--- src/rtl/tiger_muldiv_seq.sv ---
// tiger_muldiv_seq: iterative HI/LO mul/div sequencer; TIGER_MULDIV_EARLY_TERM_EN enables multiply early termination
module tiger_muldiv_seq #(
  parameter int DATA_WIDTH = 32
) (
  input  logic                  clk,
  input  logic                  reset,
  input  logic                  start,
  input  logic [2:0]            op,
  input  logic [DATA_WIDTH-1:0] srca,
  input  logic [DATA_WIDTH-1:0] srcb,
  input  logic                  flush,
  output logic                  busy,
  output logic                  done,
  output logic [DATA_WIDTH-1:0] hi,
  output logic [DATA_WIDTH-1:0] lo
);
  localparam int W  = DATA_WIDTH;
  localparam int CW = $clog2(W) + 1;
  typedef enum logic [1:0] {IDLE, RUN, FIX} state_t;
  state_t          state;
  logic [CW-1:0]   cnt;
  logic            is_div, neg_res, neg_rem;
  logic [2*W-1:0]  mc, acc, acc_mul, acc_div, res_mul;
  logic [W-1:0]    mp, a_mag, b_mag, quo, rem, q_fix, r_fix;
  logic [W:0]      trial, diff;
  logic            signed_op, qbit, last, dz;
  // operand magnitudes, one shift-add / restoring-subtract step, and the final sign fixup
  always_comb begin
    signed_op = ~op[0];
    a_mag     = (signed_op && srca[W-1]) ? -srca : srca;
    b_mag     = (signed_op && srcb[W-1]) ? -srcb : srcb;
    acc_mul   = acc + (mp[0] ? mc : '0);
    trial     = acc[2*W-1:W-1];
    diff      = trial - {1'b0, mp};
    qbit      = trial >= {1'b0, mp};
    acc_div   = {qbit ? diff[W-1:0] : trial[W-1:0], acc[W-2:0], qbit};
    quo       = acc[W-1:0];
    rem       = acc[2*W-1:W];
    dz        = mp == '0;
    q_fix     = dz ? '1 : (neg_res ? -quo : quo);
    r_fix     = neg_rem ? -rem : rem;
    res_mul   = neg_res ? -acc : acc;
`ifdef TIGER_MULDIV_EARLY_TERM_EN
    last      = (cnt == CW'(W-1)) || (!is_div && mp[W-1:1] == '0);
`else
    last      = cnt == CW'(W-1);
`endif
  end
  // sequencer: IDLE accepts requests and MTHI/MTLO, RUN iterates, FIX commits hi/lo
  always_ff @(posedge clk or posedge reset)
    if (reset) begin
      state   <= IDLE;
      busy    <= 1'b0;
      done    <= 1'b0;
      hi      <= '0;
      lo      <= '0;
      cnt     <= '0;
      is_div  <= 1'b0;
      neg_res <= 1'b0;
      neg_rem <= 1'b0;
      mc      <= '0;
      mp      <= '0;
      acc     <= '0;
    end else begin
      done <= 1'b0;
      case (state)
        IDLE:
          if (start && !flush) begin
            if (!op[2]) begin
              state   <= RUN;
              busy    <= 1'b1;
              is_div  <= op[1];
              neg_res <= signed_op & (srca[W-1] ^ srcb[W-1]);
              neg_rem <= signed_op & srca[W-1];
              mc      <= {{W{1'b0}}, a_mag};
              mp      <= b_mag;
              acc     <= op[1] ? {{W{1'b0}}, a_mag} : '0;
              cnt     <= '0;
            end else if (op[1:0] == 2'd0) hi <= srca;
            else if (op[1:0] == 2'd1) lo <= srca;
          end
        RUN:
          if (flush) begin
            state <= IDLE;
            busy  <= 1'b0;
          end else begin
            acc   <= is_div ? acc_div : acc_mul;
            mc    <= mc << 1;
            mp    <= is_div ? mp : mp >> 1;
            cnt   <= cnt + CW'(1);
            state <= last ? FIX : RUN;
          end
        FIX: begin
          state <= IDLE;
          busy  <= 1'b0;
          if (!flush) begin
            {hi, lo} <= is_div ? {r_fix, q_fix} : res_mul;
            done     <= 1'b1;
          end
        end
        default: begin
          state <= IDLE;
          busy  <= 1'b0;
        end
      endcase
    end
endmodule

--- config.mk ---
export PLATFORM = sky130hd
export DESIGN_NAME = tiger_muldiv_seq
export DESIGN_NICKNAME = d
export VERILOG_FILES = /design/src/rtl/tiger_muldiv_seq.sv
export SDC_FILE = /design/constraint.sdc
export NUM_CORES = 1
export LEC_CHECK = 0
export BUFFER_PORTS_ARGS = -buffer_cell sky130_fd_sc_hd__buf_2
export CAP_MARGIN = 10
export CELL_PAD_IN_SITES_DETAIL_PLACEMENT = 0
export CELL_PAD_IN_SITES_GLOBAL_PLACEMENT = 1
export CORE_MARGIN = 2
export CORE_UTILIZATION = 40
export CTS_CLUSTER_SIZE = 30
export DETAILED_ROUTE_END_ITERATION = 10
export GPL_TIMING_DRIVEN = 1
export PLACE_DENSITY = 0.75
export SYNTH_ARGS = -nofsm -noshare
export SYNTH_HDL_FRONTEND = slang
export SYNTH_SLANG_ARGS = --single-unit
--- constraint.sdc ---
create_clock -name clk -period 7.7 [get_ports clk]
set_clock_uncertainty 0.1 [all_clocks]
set_input_delay 1.54 -clock clk [delete_from_list [all_inputs] [get_ports clk]]
set_output_delay 1.54 -clock clk [all_outputs]
set_load 0.03 [all_outputs]
**Word level (Yosys, flattened, before mapping)**

Index checks and enable logic that the tools add are counted.

- Register bits after elaboration: 237
- Input port bits: 71
- Output and inout port bits: 66
- Word-level logic and storage cells: 106

- Equal/unequal tests: 14
- Bitwise logic cells: 5
- Order comparisons: 1
- $add $sub $neg: 8
- Reductions and logical operators: 16
- Muxes and demuxes: 50

Operator list:

| kind | number |
|---|---|
| two-way mux 32 bit | 20 |
| two-way mux 64 bit | 10 |
| case mux 64 bit (2 select lines) | 2 |
| case mux 32 bit (2 select lines) | 3 |
| negator 32 bit | 4 |
| adder 64 bit | 1 |
| negator 64 bit | 1 |
| greater-or-equal comparator 33 x 32 -> 1 bit | 1 |
| zero test 32 bit | 1 |
| subtractor 32 bit | 1 |
| inequality test 2 bit, second input constant | 10 |
| two-way mux 6 bit | 3 |
| case mux 6 bit (2 select lines) | 1 |
| AND reduction 5 bit | 2 |
| two-way mux 2 bit | 4 |
| adder 6 x 1 -> 6 bit, second input constant | 1 |
| == test 6 x 5 -> 1 bit, second input constant | 1 |
| AND reduction 3 bit | 2 |
| AND reduction 6 bit | 1 |
| two-way mux 1 bit | 5 |
| == test 2 x 1 -> 1 bit, second input constant | 2 |
| zero test 2 bit | 2 |
| case mux 2 bit (2 select lines) | 1 |
| AND reduction 4 bit | 1 |
| other kinds (9) | 14 |

**Depth between registers and ports, before layout**

Gate-level depths: netlist (run 1).

- Depth in word-level cells: 7
- Depth in mapped cells: 15
- Mapped depth without buffers: 14

**Worst setup path before layout (run 1)**

OpenSTA, ideal clock, no wires.

- Path type: input to register
- Start: in srca[5]
- End: reg acc[25]
- Arrival: 3596 ps
- Data required time: 7463 ps
- Library setup time: 137 ps
- Stages on the path: 9
- Setup slack: 3867 ps
- Cells stage by stage: or3_1 > nor4bb_1 > and3_1 > nand2_1 > o41ai_1 > xor2_1 > o21ai_0 > a21oi_1 > a21oi_1

- Word-level cells in the longest chain between the ends: 6

RTL lines:

| what | line | source |
|---|---|---|
| from (decl) | 9 | `input logic [DATA_WIDTH-1:0] srca,` |
| negator 32 bit | 30 | `a_mag = (signed_op && srca[W-1]) ? -srca : srca;` |
| two-way mux 32 bit | 30 |  |
| two-way mux 32 bit | 77 | `acc <= op[1] ? {{W{1'b0}}, a_mag} : '0;` |
| two-way mux 64 bit | 69 | `if (!op[2]) begin` |
| two-way mux 64 bit | 68 | `if (start && !flush) begin` |
| case mux 64 bit (2 select lines) | 66 | `case (state)` |
| to (signal assigned) | 77 |  |
| to (signal assigned) | 87 | `acc <= is_div ? acc_div : acc_mul;` |
| to (decl) | 23 | `logic [2*W-1:0] mc, acc, acc_mul, acc_div, res_mul;` |

No other way between the ends. The select of a mux whose other input is x is not followed.
A chain may end at the register's enable or synchronous reset.

**Worst setup path after layout (run 1)**

- Start: reg mp[0]
- End: reg acc[61]

- Word-level cells in the longest chain between the ends: 5
- Elaborated cells between the ends (all ways): 8

RTL lines:

| what | line | source |
|---|---|---|
| from (decl) | 24 | `logic [W-1:0] mp, a_mag, b_mag, quo, rem, q_fix, r_fix;` |
| from (signal assigned) | 76 | `mp <= b_mag;` |
| from (signal assigned) | 89 | `mp <= is_div ? mp : mp >> 1;` |
| two-way mux 64 bit (tied with other cells) | 32 | `acc_mul = acc + (mp[0] ? mc : '0);` |
| adder 64 bit / two-way mux 32 bit (equally long branches) | 32, 36 |  |
| two-way mux 64 bit * | 87 |  |
| two-way mux 64 bit * | 83 | `if (flush) begin` |
| case mux 64 bit (2 select lines) * | 66 |  |

Every way passes the cells marked *; elsewhere a longest branch is shown, timed or not. The select of a mux whose other input is x is not followed.

==> metrics, run 1 <==
Critical-path top delay cell=dfrtp_1; Main synth FF type=dfrtp_1; Vias=19600; CTS H-tree lvls=1; die width=about 230 microns; core footprint=48700 sq um; # Max-Cap Violations=0; Slew HR=0.126; area grow syn2layout=10.7%; Power Density=314 nW/um^2; drt total wl=approximately 70000 microns; critical path's largest stage delay=0.87 ns; Sinks on Clock Net=237; drt initial violations=1568; Seq cells post-synth=237; slew of the pin with the lowest slew margin=1.29 ns; share of cells above drive strength 1=0.0896; Ports=approximately 140; Critical Path RT=8.06 ns; TritonCTS clock tree=built; largest family of logic cells by synthesized area=compound AO/OA/AOI/OAI gates; f_max=0.213 GHz; Routed WL per cell=around 21 microns; worst r2r src=mp[0]; setup TNS=0 ns; # DRC=0; fill count=roughly 5000; final setup vio count=0; leading area contributor after synthesis=dfrtp_1; largest net degree at the start of global routing=between 100 and 150; Synth warnings=0; worst-path fanout max=40; Area contributors post-synth=dfrtp_1 (30%), nand2_1 (7.0%), ha_1 (6.4%); outcome=finished, final reports clean; Post-Synthesis Cells=roughly 2600; antenna-violating nets left=0; clk root buf=clkbuf_16; TritonRoute pass-1 iters=7; fin. max-slew vios=0; Post-synth ARST share=1.00; total power=6830 uW; hold buffers post-CTS=0; total global routing overflow=0; Max Root-Sink Buffers=3; worst slack, placed=2.81 ns; clk_lat worst skew=0.59 ns; clock transition at the registers of the reported paths=approximately 0.06 ns; port bufs=136; final period utilization=0.610; Setup crit start=mp[0]; Unique masters post-synth=76; Hold Crit Class=reg2reg; Compound-Gate Fraction of Synth Area=0.245; cell area after synthesis=just under 20000 sq um; commonest non-fill, non-tap cell in the layout=nand2_1; Synth Net Count=2781; critical path data arrival time=5.05 ns; post-DR vias/cell=5.90; global-route wire length before repair=110000 microns; VDD IR max=186 uV; post-cts sizing count=0; Synth top area share=0.302; Final Hold Violating Endpoints=0; row count=81; Post-synth EDFFs=0; CTS Buf Count=29; Final nets=2809; syn_area_per_cell=7.53 sq um; DIE AREA=approximately 51000 sq um; gr usage total=0.276; GPL Wtd Cong=0.974; register area share after synthesis=0.302; Die H=approximately 230 microns; Hold Startpoint=lo[16]; initial antenna violation count=2; Crit. End Element=flop; most frequent cells in the layout=nand2_1 (366), nor2_1 (247), dfrtp_1 (236); critical path, cell by cell=buf_4 -> and2_1 -> ha_1 -> a21oi_1 -> o21ai_0 -> a41oi_1 -> o21ai_0 -> a221oi_1 -> o21ai_1 -> a2111oi_0 -> o221ai_1 -> xnor2_1 -> o21ai_1; vias in the first global route=19400; critical path class=reg2reg; Synth Area in Adders=0.0657; P_leak=0.00946 uW; Worst Slack Setup Final=3.01 ns; unrepaired setup endpoints after global routing=no; crit start category=flop; initial cell density of the core=0.403; xor/xnor cell area share of the yosys netlist=0.0847; postcts setup bufs=0; dpl hpwl=51700 microns; multiplexer share of the synthesized area=0.0184; synthesized-area fraction occupied by and/or/nand/nor cells=0.238; Final min period=about 4.7 ns
synth_stat cells (all sizes together) (32+ instances only):
cell type and instances:
and2 73, a31oi 46, nor3 50, xnor2 132, clkbuf 147, ha 100, xor2 58, nor2 251
dfrtp 237, inv 74, nand3 85, o21ai 260, nand2 368, a21o 35, mux2i 35, a21oi 230
o22ai 32
final timing paths:
check,end,slack (ns),cells past startpoint
worst max-delay path,acc[61],3.01,13
worst min-delay path,lo[16],0.38,2
worst max register to register,acc[61],3.01,13
worst min register to register,lo[16],0.38,2
max in group asynchronous,is_div,5.03,3
min in group asynchronous,lo[3],1.06,2
metal layers:
metal / vias to the layer above / global-route usage / part of all wire
li1: 9360 / - / -
met1: 9407 / 0.355 / 0.43
met2: 668 / 0.477 / 0.48
met3: 157 / 0.0310 / 0.057
met4: 2 / 0.103 / 0.037
met5: - / 0 / 0.00016
state kept, by name, summed over array words and instances (netlist names):
name and count:
acc 64, busy 1, cnt 6, done 1, hi 32, is_div 1
lo 32, mc 64, mp 32, neg_rem 1, neg_res 1, state 2
power breakdown:
group / switching (uW) / total, uW / internal, uW
Combinational: 2140 / 3460 / 1320
Sequential: 486 / 2010 / 1520
Clock: 578 / 1370 / 787
logic make-up (layout without fill, tap and decap cells):
logic type	Yosys count	after routing
flops	237	237
xor+xnor	190	190
mux	36	36
other cells	0	1
compound gates	797	797
fa+ha+maj	102	102
buf+inv	241	288
simple gates	1005	1005
cell type report:
type                    count  area [sq um]  area share
multi-input cells        2130         12900       0.593
flip-flops and latches    237          5930       0.273
repair buffers            164           903      0.0415
clock buffers              44           852      0.0392
well taps                 664           831      0.0382
inverters                  74           282      0.0129
clock inverters             6          58.8     0.00270
diodes                      1          2.50    0.000115
worst max-delay path: cells and delay by family, from the launching register on:
kind                     cells  cell delay, ns
flip-flops                   1            0.87
adder cells (fa/ha/maj)      1            0.31
XOR/XNOR                     1            0.19
buffers and inverters        1            0.46
AND/OR/NAND/NOR              1            0.19
AO/OA/AOI/OAI                9            2.43
through the flow:
| step | instance area (sq um) | hold slack [ns] | std cells | utilization |
|---|---|---|---|---|
| floorplan | 19700 | 0.353 | 2608 | - |
| global placement | 20800 | 0.358 | 3269 | 0.428 |
| detailed placement | 20800 | 0.366 | 3269 | 0.428 |
| CTS | 21800 | 0.380 | 3319 | 0.446 |
| global route | 21800 | 0.411 | 3319 | 0.446 |
| finish | 21800 | 0.377 | 3320 | 0.446 |
(Power assumes the default switching activity.)
==> run 2, diff against run 1 <==
PLACE_DENSITY = 0.72   (was 0.75)
clock period = 4.6 ns   (was 7.7 ns; I/O delays follow)
==> run 2 against run 1 <==
  * Sequential cell count unchanged
  * Register-to-register slack worse by 2.7 ns
  * Critical path depth up 1
  * Die area unchanged
  * Critical path type unchanged
  * Critical endpoint is now acc[59]
  * Largest cell class unchanged
  * Largest power group unchanged
==> metrics, run 2 (synthesized netlist as in run 1, its figures left out) <==
outcome=finished, final reports clean; fin. max-slew vios=0; # diodes=0; Crit. End Element=flop; critical path class=reg2reg; DIE AREA=50900 sq um; critical path's largest stage delay=0.54 ns; Hold Crit Class=in2async; final setup vio count=0; Sinks on Clock Net=between 200 and 250; Final min period=4.29 ns; drt initial violations=1397; dpl hpwl=54600 microns; # placed instances=~3300; commonest non-fill, non-tap cell in the layout=nand2_1; unrepaired setup endpoints after global routing=no; area grow syn2layout=12.9%; non-filler cells, final=3365; critical path's most frequent cell=o21ai_1; Critical-path top delay cell=a31oi_1; total global routing overflow=0; most frequent cells in the layout=nand2_1 (366), nor2_1 (247), dfrtp_1 (236); GPL Wtd Cong=0.999; switch share=0.466; clk root buf=clkbuf_16; Max Root-Sink Buffers=3; Net Switching=~5500 uW; # DRC=0; Power Density=around 530 nW/um^2; # Max-Cap Violations=0; drt total wl=72600 microns; CP Buf/Inv Count=2; largest net degree at the start of global routing=between 80 and 90; DR WL met3=between 3000 and 4000 microns; Vias=around 20000; share of cells above drive strength 1=0.105; post-DR vias/cell=roughly 5.9; Pint=6290 uW; setup TNS=0 ns; Ports=roughly 140; gr usage total=0.284; final period utilization=0.933; postcts setup bufs=0; crit start category=flop; Logic pwr share=0.527; share of power burned in registers=0.270; total power=11800 uW; global-route wire length before repair=113000 microns; crit-path leading delay family=compound AO/OA/AOI/OAI gates; Clk network pwr share=0.203; initial antenna violation count=1; Die H=226 microns; f_max=0.233 GHz; die width=226 microns; worst-path fanout max=36; WHS=0.349 ns; critical path data arrival time=4.65 ns; CTS H-tree lvls=1; VDD IR max=about 300 uV; Final Hold Violating Endpoints=0; slew of the pin with the lowest slew margin=1.06 ns; port bufs=136; Slew HR=0.293; Critical Path RT=4.96 ns; Routed WL per cell=about 22 microns; wl on met1=31300 microns; top sig layer=met5; row count=between 80 and 90; Largest regs=acc: 64 flops, mc: 64 flops; CTS Buf Count=29; core footprint=48700 sq um; TritonRoute pass-1 iters=5; TritonCTS clock tree=built; antenna-violating nets left=0; Final nets=2851; WL met2=34600 microns; P_leak=between 0.009 and 0.01 uW; initial cell density of the core=0.403; clock transition at the registers of the reported paths=about 0.060 ns; vias in the first global route=19400; clk_lat worst skew=~0.6 ns; critical path, cell by cell=buf_4 -> buf_4 -> and2_1 -> ha_1 -> a21oi_1 -> o21ai_1 -> a41oi_1 -> o21ai_0 -> a221oi_1 -> o21ai_1 -> a31oi_1 -> o21ai_1 -> xor2_1 -> a221o_1
run 2: metal layers:
layer | up-vias | track usage
met5 | - | 0
li1 | 9445 | -
met2 | 630 | 0.486
met3 | 155 | 0.0301
met1 | 9483 | 0.366
met4 | 2 | 0.112
run 2: final timing paths:
check	startpoint	endpoint	slack [ns]	depth (start not counted)
worst max-delay path	mp[0]	acc[59]	0.31	14
max in group asynchronous	reset	mc[52]	3.13	3
worst min-delay path	reset	lo[4]	0.35	2
worst max register to register	mp[0]	acc[59]	0.31	14
min in group clk	lo[9]	lo[9]	0.37	2
worst min register to register	lo[9]	lo[9]	0.37	2
run 2: area by class of cell:
class | count | area [sq um]
well taps | 664 | 831
repair buffers | 206 | 1260
fillers | 5041 | 26600
inverters | 74 | 282
clock buffers | 47 | 883
flip-flops and latches | 237 | 5930
multi-input cells | 2130 | 12900
clock inverters | 7 | 91.3
run 2: power by group through the flow:
stage | clock [uW] | combinational [uW] | sequential (uW)
after global placement | 0 | 6080 | 3190
after detailed placement | 0 | 6120 | 3210
after floorplan | 0 | 4140 | 3240
after global routing | 2520 | 6800 | 3240
final | 2390 | 6190 | 3180
after CTS | 2440 | 6140 | 3170
run 2: what timing repair did:
item | 4_1_cts | 5_1_grt
setup endpoints to repair | 0 | 1
hold buffers | 0 | 0
resized for setup | 0 | 1
run 2: stage by stage:
stage / util / setup WS [ns] / instance area [sq um]
after floorplan: - / 0.474 / 19700
after global placement: 0.435 / 0.407 / 21200
after detailed placement: 0.435 / 0.354 / 21200
after CTS: 0.455 / 0.304 / 22200
after global routing: 0.455 / 0.0273 / 22200
final: 0.455 / 0.307 / 22200
